--- src/rtl/joy_serial_scan.sv ---
// Serial scanner for a chain of 74HC165-style controller shift registers.
// Produces debounced active-high button words, presence flags and change strobes per player.
module joy_serial_scan #(
  parameter int NUM_PLAYERS     = 2,
  parameter int BITS_PER_PLAYER = 12,
  parameter int CLK_DIV         = 50,
  parameter int SCAN_GAP        = 1000,
  parameter int DEBOUNCE        = 2
) (
  input  logic                                   clk,
  input  logic                                   Reset_n,
  input  logic                                   enable,
  input  logic                                   JOY_DATA,
  output logic                                   JOY_CLK,
  output logic                                   JOY_LOAD,
  output logic [NUM_PLAYERS*BITS_PER_PLAYER-1:0] joystick,
  output logic [NUM_PLAYERS-1:0]                 present,
  output logic [NUM_PLAYERS-1:0]                 changed,
  output logic                                   scan_done
);

  localparam int B     = BITS_PER_PLAYER;
  localparam int TOTAL = NUM_PLAYERS * BITS_PER_PLAYER;
  localparam int DW    = $clog2(CLK_DIV);
  localparam int GW    = $clog2(SCAN_GAP + 1);
  localparam int IW    = $clog2(TOTAL);

  typedef enum logic [2:0] {
    ST_IDLE,
    ST_LOAD,
    ST_SHIFT_LO,
    ST_SHIFT_HI,
    ST_DONE
  } state_t;

  state_t            r_state;
  state_t            w_state_next;
  logic [DW-1:0]     r_div;
  logic              w_tick;
  logic [GW-1:0]     r_gap;
  logic [IW-1:0]     r_idx;
  logic [TOTAL-1:0]  r_shift;
  logic [1:0]        r_sync;
  logic              r_joy_clk;
  logic              r_joy_load;
  logic              r_scan_done;

  assign w_tick = (r_div == DW'(CLK_DIV - 1));

  always_ff @(posedge clk) begin
    if (!Reset_n) begin
      r_div <= '0;
    end else if (w_tick) begin
      r_div <= '0;
    end else begin
      r_div <= r_div + DW'(1);
    end
  end

  always_ff @(posedge clk) begin
    if (!Reset_n) begin
      r_state <= ST_IDLE;
    end else begin
      r_state <= w_state_next;
    end
  end

  always_comb begin
    w_state_next = r_state;
    case (r_state)
      ST_IDLE: begin
        if (w_tick && (r_gap == GW'(SCAN_GAP)) && enable) begin
          w_state_next = ST_LOAD;
        end
      end
      ST_LOAD: begin
        if (w_tick) begin
          w_state_next = ST_SHIFT_LO;
        end
      end
      ST_SHIFT_LO: begin
        if (w_tick) begin
          w_state_next = ST_SHIFT_HI;
        end
      end
      ST_SHIFT_HI: begin
        if (w_tick) begin
          w_state_next = (r_idx == IW'(TOTAL - 1)) ? ST_DONE : ST_SHIFT_LO;
        end
      end
      ST_DONE: begin
        w_state_next = ST_IDLE;
      end
      default: begin
        w_state_next = ST_IDLE;
      end
    endcase
  end

  // The chain output is asynchronous to clk, so it passes a two-stage synchroniser;
  // it is sampled a full half-period after it last moved, so the delay is harmless.
  always_ff @(posedge clk) begin
    if (!Reset_n) begin
      r_sync      <= 2'b11;
      r_gap       <= '0;
      r_idx       <= '0;
      r_shift     <= '0;
      r_joy_clk   <= 1'b1;
      r_joy_load  <= 1'b1;
      r_scan_done <= 1'b0;
    end else begin
      r_sync <= {r_sync[0], JOY_DATA};
      if ((r_state == ST_IDLE) && w_tick) begin
        if (w_state_next == ST_LOAD) begin
          r_gap <= '0;
        end else if (r_gap != GW'(SCAN_GAP)) begin
          r_gap <= r_gap + GW'(1);
        end
      end
      if (r_state == ST_LOAD) begin
        r_idx <= '0;
      end else if ((r_state == ST_SHIFT_HI) && w_tick) begin
        r_idx <= r_idx + IW'(1);
      end
      if ((r_state == ST_SHIFT_LO) && w_tick) begin
        r_shift <= {r_shift[TOTAL-2:0], ~r_sync[1]};
      end
      // Pins follow the next state so they change on the same edge as the FSM.
      r_joy_clk   <= (w_state_next != ST_SHIFT_LO);
      r_joy_load  <= (w_state_next != ST_LOAD);
      r_scan_done <= (r_state == ST_DONE);
    end
  end

  assign JOY_CLK   = r_joy_clk;
  assign JOY_LOAD  = r_joy_load;
  assign scan_done = r_scan_done;

  generate
    for (genvar gi = 0; gi < NUM_PLAYERS; gi++) begin : g_player
      logic [B-1:0] w_raw;
      logic [B-1:0] w_cand_next;
      logic [3:0]   w_cnt_next;
      logic         w_take;
      logic         w_absent;
      logic [B-1:0] r_cand;
      logic [B-1:0] r_joy;
      logic [3:0]   r_cnt;
      logic         r_present;
      logic         r_changed;

      // Player 0 was shifted in first, so it ends up in the top slice.
      assign w_raw    = r_shift[(NUM_PLAYERS-1-gi)*B +: B];
      assign w_absent = &w_raw;

      always_comb begin
        w_cand_next = w_raw;
        w_cnt_next  = 4'd1;
        if (w_raw == r_cand) begin
          w_cand_next = r_cand;
          w_cnt_next  = (r_cnt >= 4'(DEBOUNCE)) ? 4'(DEBOUNCE) : r_cnt + 4'd1;
        end
        w_take = (w_cnt_next >= 4'(DEBOUNCE)) && (w_cand_next != r_joy);
      end

      always_ff @(posedge clk) begin
        if (!Reset_n) begin
          r_cand    <= '0;
          r_joy     <= '0;
          r_cnt     <= '0;
          r_present <= 1'b0;
          r_changed <= 1'b0;
        end else begin
          r_changed <= 1'b0;
          if (r_state == ST_DONE) begin
            if (w_absent) begin
              r_present <= 1'b0;
              r_joy     <= '0;
              r_cand    <= '0;
              r_cnt     <= '0;
              r_changed <= |r_joy;
            end else begin
              r_present <= 1'b1;
              r_cand    <= w_cand_next;
              r_cnt     <= w_cnt_next;
              if (w_take) begin
                r_joy     <= w_cand_next;
                r_changed <= 1'b1;
              end
            end
          end
        end
      end

      assign joystick[gi*B +: B] = r_joy;
      assign present[gi]         = r_present;
      assign changed[gi]         = r_changed;
    end
  endgenerate

endmodule

--- config.mk ---
export PLATFORM = sky130hd
export DESIGN_NAME = joy_serial_scan
export DESIGN_NICKNAME = d
export VERILOG_FILES = /design/src/rtl/joy_serial_scan.sv
export SDC_FILE = /design/constraint.sdc
export NUM_CORES = 1
export LEC_CHECK = 0
export BUFFER_PORTS_ARGS = -buffer_cell sky130_fd_sc_hd__buf_2
export CAP_MARGIN = 5
export CORE_MARGIN = 10
export CORE_UTILIZATION = 45
export CTS_CLUSTER_DIAMETER = 30
export DETAILED_ROUTE_END_ITERATION = 7
export PLACE_DENSITY_LB_ADDON = 0.2
export RECOVER_POWER = 25
export SLEW_MARGIN = 15
export SYNTH_ARGS = -nofsm -noshare
export SYNTH_HDL_FRONTEND = slang
export SYNTH_SLANG_ARGS = --single-unit
--- constraint.sdc ---
create_clock -name clk -period 1.9 [get_ports clk]
set_input_delay 0.38 -clock clk [delete_from_list [all_inputs] [get_ports clk]]
set_output_delay 0.38 -clock clk [all_outputs]
set_load 0.05 [all_outputs]
# ---- After elaboration in Yosys (flattened, before gate mapping)
# Index checks and enable logic that the tools add are counted.
dict set report totals {
  regBits 113
  out_inout_bits 31
  elab_cells 94
}
dict set report op_classes {
  add_sub_neg 5
  n_lt_le_gt_ge 4
  n_eq_ne 15
  mux 28
  n_bitwise 2
  n_reduce_logical 21
}
# cell count
set op_table {}
lappend op_table {{12-bit 2-to-1 mux} 8}
lappend op_table {{12-bit == test} 2}
lappend op_table {{4-bit 2-to-1 mux} 6}
lappend op_table {{12-bit != test} 2}
lappend op_table {{12-bit AND reduction} 2}
lappend op_table {{12-bit OR reduction} 2}
lappend op_table {{10-bit 2-to-1 mux} 2}
lappend op_table {{4-bit by 2-bit >= comparator with 1-bit output, second input constant} 4}
lappend op_table {{3-bit 2-to-1 mux} 5}
lappend op_table {{3-bit case mux with 4 select lines} 1}
lappend op_table {{10-bit by 1-bit adder with 10-bit output, second input constant} 1}
lappend op_table {{10-bit == test, second input constant} 1}
lappend op_table {{10-bit != test, second input constant} 1}
lappend op_table {{4-bit by 1-bit adder with 4-bit output, second input constant} 2}
lappend op_table {{2-bit AND reduction} 4}
lappend op_table {{1-bit logical AND} 7}
lappend op_table {{6-bit by 1-bit adder with 6-bit output, second input constant} 1}
lappend op_table {{3-bit by 1-bit == test with 1-bit output, second input constant} 2}
lappend op_table {{3-bit by 2-bit == test with 1-bit output, second input constant} 2}
lappend op_table {{6-bit == test, second input constant} 1}
lappend op_table {{1-bit 2-to-1 mux} 6}
lappend op_table {{2-bit nonzero test} 3}
lappend op_table {{5-bit by 1-bit adder with 5-bit output, second input constant} 1}
lappend op_table {{5-bit == test, second input constant} 1}
lappend op_table {{other kinds (6)} 8}

# ---- Logic depth before layout (Yosys ltp)
dict set report logic_depth {
  depth_word 8
  ltp_mapped 9
  mapped_depth_nobuf 7
}

# ---- Worst setup path before layout
# Ideal clock, no wire load.
dict set report synth_path {
  path_type {reg2reg}
  from {register r_div[0]}
  to {register r_shift[10]}
  arrival_time_ps 1836
  t_required_ps 1784
  path_slack_ps -52
  path_stages_with_launch 9
  path_buffers 2
  cell_sequence {dfxtp_1 ha_1 nand4b_4 or2_1 buf_2 nor3_4 buf_6 mux2i_1 nor2b_1}
}
dict set report synth_via {
  elab_chain_len 2
}
# item line_no
set synth_lines {}
lappend synth_lines {{start, declared} 38} ;# logic [DW-1:0] r_div;
lappend synth_lines {{start signal, assigned} 56} ;# r_div <= r_div + DW'(1);
lappend synth_lines {{6-bit == test} 48} ;# assign w_tick = (r_div == DW'(CLK_DIV - 1));
lappend synth_lines {{1-bit logical AND} 125} ;# if ((r_state == ST_SHIFT_LO) && w_tick) begin
lappend synth_lines {{end signal, assigned} 126} ;# r_shift <= {r_shift[TOTAL-2:0], ~r_sync[1]};
lappend synth_lines {{end, declared} 42} ;# logic [TOTAL-1:0] r_shift;
# No other way between the ends.
# A chain may end at the register's enable or synchronous reset.

# ---- Final worst setup path
dict set report layout_path {
  from {register r_div[1]}
  to {register r_gap[9]}
}
dict set report layout_via {
  elab_chain_len 8
}
# item line_no
set layout_lines {}
lappend layout_lines {{6-bit == test *} 48}
lappend layout_lines {{1-bit logical AND (2 in series)} 72} ;# if (w_tick && (r_gap == GW'(SCAN_GAP)) && enable) begin
lappend layout_lines {{3-bit 2-to-1 mux} 72}
lappend layout_lines {{3-bit case mux with 4 select lines} 70} ;# case (r_state)
lappend layout_lines {{3-bit by 1-bit == test with 1-bit output} 114} ;# if (w_state_next == ST_LOAD) begin
lappend layout_lines {{2-bit nonzero test (no source line)} --}
lappend layout_lines {{2-bit AND reduction (no source line)} --}
lappend layout_lines {{end signal, assigned} 117} ;# r_gap <= r_gap + GW'(1);
lappend layout_lines {{end, declared} 40} ;# logic [GW-1:0] r_gap;
# Mark *: on every way between the ends. The rest lies on a longest branch, timed or not.

==> results.py <==
metrics = {
    "routing": {
        "first_iter_violations": 247,
        "drtAntennaViolNets": 0,
        "drtPass1Iterations": 4,
        "num_vias": 4071,
        "wl_per_cell_um": 15.5,
        "via_per_inst": 5.34,
        "wirelength_um": 11800,
        "post-route-drc-count": 0,
    },
    "cts": {
        "cts_root_buf": "clkbuf_16",
        "clock_latency_ns": 0.41,
        "clock_path_buffers": 2,
        "cts_tree": "yes",
        "htree_num_levels": 4,
        "cts_num_sinks": 113,
        "numCtsBuffers": 17,
        "clk_pin_slew_ns": 0.05,
    },
    "die": {
        "dieArea_um2": 16500,
        "row_count": 39,
        "core-area_um2": 11500,
        "die_h_um": 128,
        "start_util_pct": 46.2,
        "die_width_um": 128,
        "io_pins": 35,
    },
    "run": {
        "drv_cap": 0,
    },
    "setup_path": {
        "arrival_ns": 2.19,
        "r2r_start": "r_div[1]",
        "start_kind": "register",
        "crit_chain": "inv_2, ha_4, nand4b_4, nor4b_4, buf_4, nand4_1, or3_1, a21oi_1",
        "critical-path-max-stage-delay_ns": 0.34,
        "crit_fanout": 4,
        "crit_slowest_cell": "or3_1",
        "endpoint_kind": "register",
        "cp.buffers_inverters": 2,
        "setup.worst_path.class": "register to register",
        "crit_family": "simple AND/OR/NAND/NOR gates",
        "worstPathRequired_ns": 2.25,
        "crit_start": "r_div[1]",
    },
    "pwr": {
        "p_sw_uw": 1130,
        "p_comb_share_pct": 1.7,
        "power_switching_share_pct": 21.3,
        "seqPwrFrac_pct": 44.9,
        "intPower_uw": 4190,
        "max-vdd-ir-drop_uv": 572,
        "p_leak_uw": 0.00249,
        "p_per_area_nw_per_um2": 840,
        "clockPowerShare_pct": 53.4,
    },
    "place": {
        "portBuffers": 34,
        "place_ws_ns": 0.0469,
        "place_area_um2": 5720,
        "gp_congestion": 0.805,
        "dp_hpwl_um": 7930,
    },
    "finish": {
        "antenna_cells": 0,
        "final_nets": 620,
        "area_growth_pct": 19.6,
        "final_common_cell": "dfxtp_1",
        "final.fill_count": 1051,
        "drive_above_1_share_pct": 18.5,
        "ff_latch_area_um2": 2270,
        "final_cell_mix": "103 x dfxtp_1, 63 x nand2_1, 43 x mux2i_1, 39 x nor2b_1, 36 x buf_4",
        "multi_input_area_um2": 2820,
        "design_area_um2": 6330,
        "finish.utilization_pct": 55.2,
    },
    "sta": {
        "worst_slack_ns": 0.0635,
        "slew-limit-headroom_pct": 44.8,
        "setup_viol": 0,
        "report.final.slew_viol_count": 0,
        "skew_ns": 0.00632,
        "final-hold-violation-count": 0,
        "hold_slack_ns": 0.152,
        "final.min_clock_period_ns": 1.84,
        "finalCritPeriodShare_pct": 96.7,
        "tightestPinTransition_ns": 0.829,
        "fmax_mhz": 545,
    },
    "global_routing": {
        "grt_max_degree": 28,
        "grt_pass1_wl_um": 19900,
        "grt_overflow": 0,
        "antenna_found_initial": 0,
        "grt_use_total_pct": 14.6,
        "grt_pass1_vias": 4130,
    },
    "logic_synthesis": {
        "synth-seq-area-share_pct": 42.7,
        "synthCells": 565,
        "synth_nets": 578,
        "ys.flop_type": "dfxtp_1",
        "ys_ff_latch": 113,
        "synth_edf_count": 0,
        "syn_area_um2": 5300,
        "synth_cell_types": 52,
        "synth.avg_cell_area_um2": 9.37,
        "async_flop_share_pct": 0,
        "yosysWarnings": 0,
    },
    "outcome": {
        "outcome": "finished, final reports clean",
    },
    "min_path": {
        "holdCritStartpoint": "JOY_DATA",
        "min_path_type": "input pin to register",
    },
}
[synth_stat cells, types with 8 or more instances]
master	instances	area (um^2)
nand4_1	21	131
clkbuf_1	22	82.6
buf_2	22	110
nor2b_1	40	250
dfxtp_1	113	2260
xnor2_1	28	245
inv_1	8	30.0
nand2_1	64	240
nor4_1	18	113
mux2i_1	43	430
a22oi_1	12	90.1
ha_1	9	113
nand3_1	9	45.0
a22o_1	12	105
xor2_1	34	298
nor2_1	27	101
[logic make-up after synthesis]
kind of cell	after synthesis	share of synthesized area, %
multiplexers	43	8.13
flip-flops	113	42.7
XOR/XNOR	62	10.3
AND/OR/NAND/NOR	217	22.3
adder cells (fa/ha/maj)	9	2.13
AO/OA/AOI/OAI	60	8.84
buffers and inverters	61	5.65
[power by group through the flow]
stage / Combinational (uW) / Sequential, uW / Clock [uW]
final: 93.1 / 2390 / 2840
after global placement: 84.0 / 2440 / 0
after detailed placement: 84.9 / 2440 / 0
after floorplan: 60.2 / 2430 / 0
after global routing: 102 / 2390 / 3000
after CTS: 85.4 / 2390 / 2890
[cell type report]
type / instances / area share [%]
Inverter: 8 / 0.474
Clock inverter: 12 / 1.48
Multi-Input combinational cell: 391 / 44.5
Sequential cell: 113 / 35.9
Tap cell: 143 / 2.82
Timing Repair Buffer: 76 / 7.88
Clock buffer: 20 / 6.89
[state kept, by name (all words and copies together) (netlist names)]
register,count
JOY_CLK,1
JOY_LOAD,1
g_player.r_cand,24
g_player.r_changed,2
g_player.r_cnt,8
g_player.r_joy,24
g_player.r_present,2
r_div,6
r_gap,10
r_idx,5
r_shift,24
r_state,3
r_sync,2
scan_done,1
[path summary, 6_finish.rpt]
path	depth (start not counted)	slack (ns)	endpoint
worst max register to register	8	0.06	r_gap[9]
worst min register to register	1	0.42	r_sync[1]
worst min-delay path	2	0.15	r_sync[0]
worst max-delay path	8	0.06	r_gap[9]
[per-layer routing]
layer	track usage [%]	part of all wire [%]	vias up
met5	0	0	-
met4	6.42	1.4	0
met3	4.60	4.9	15
met2	23.3	47	68
met1	17.8	47	1956
li1	-	-	2032
[what timing repair did]
action,in CTS,in global routing
setup buffers,0,4
gates resized for setup,0,27
endpoints found under the hold margin,0,0
hold buffers,0,0
endpoints found under the setup margin,0,52
[per-stage QoR]
stage	total power [uW]	cells	TNS [ns]
3_3_place_gp	2520	727	0
2_1_floorplan	2490	565	0
4_1_cts	5360	759	0
6_report	5320	763	0
5_1_grt	5490	763	-0.113
3_5_place_dp	2520	727	0
No activity file was read; power rests on OpenSTA's default activity.
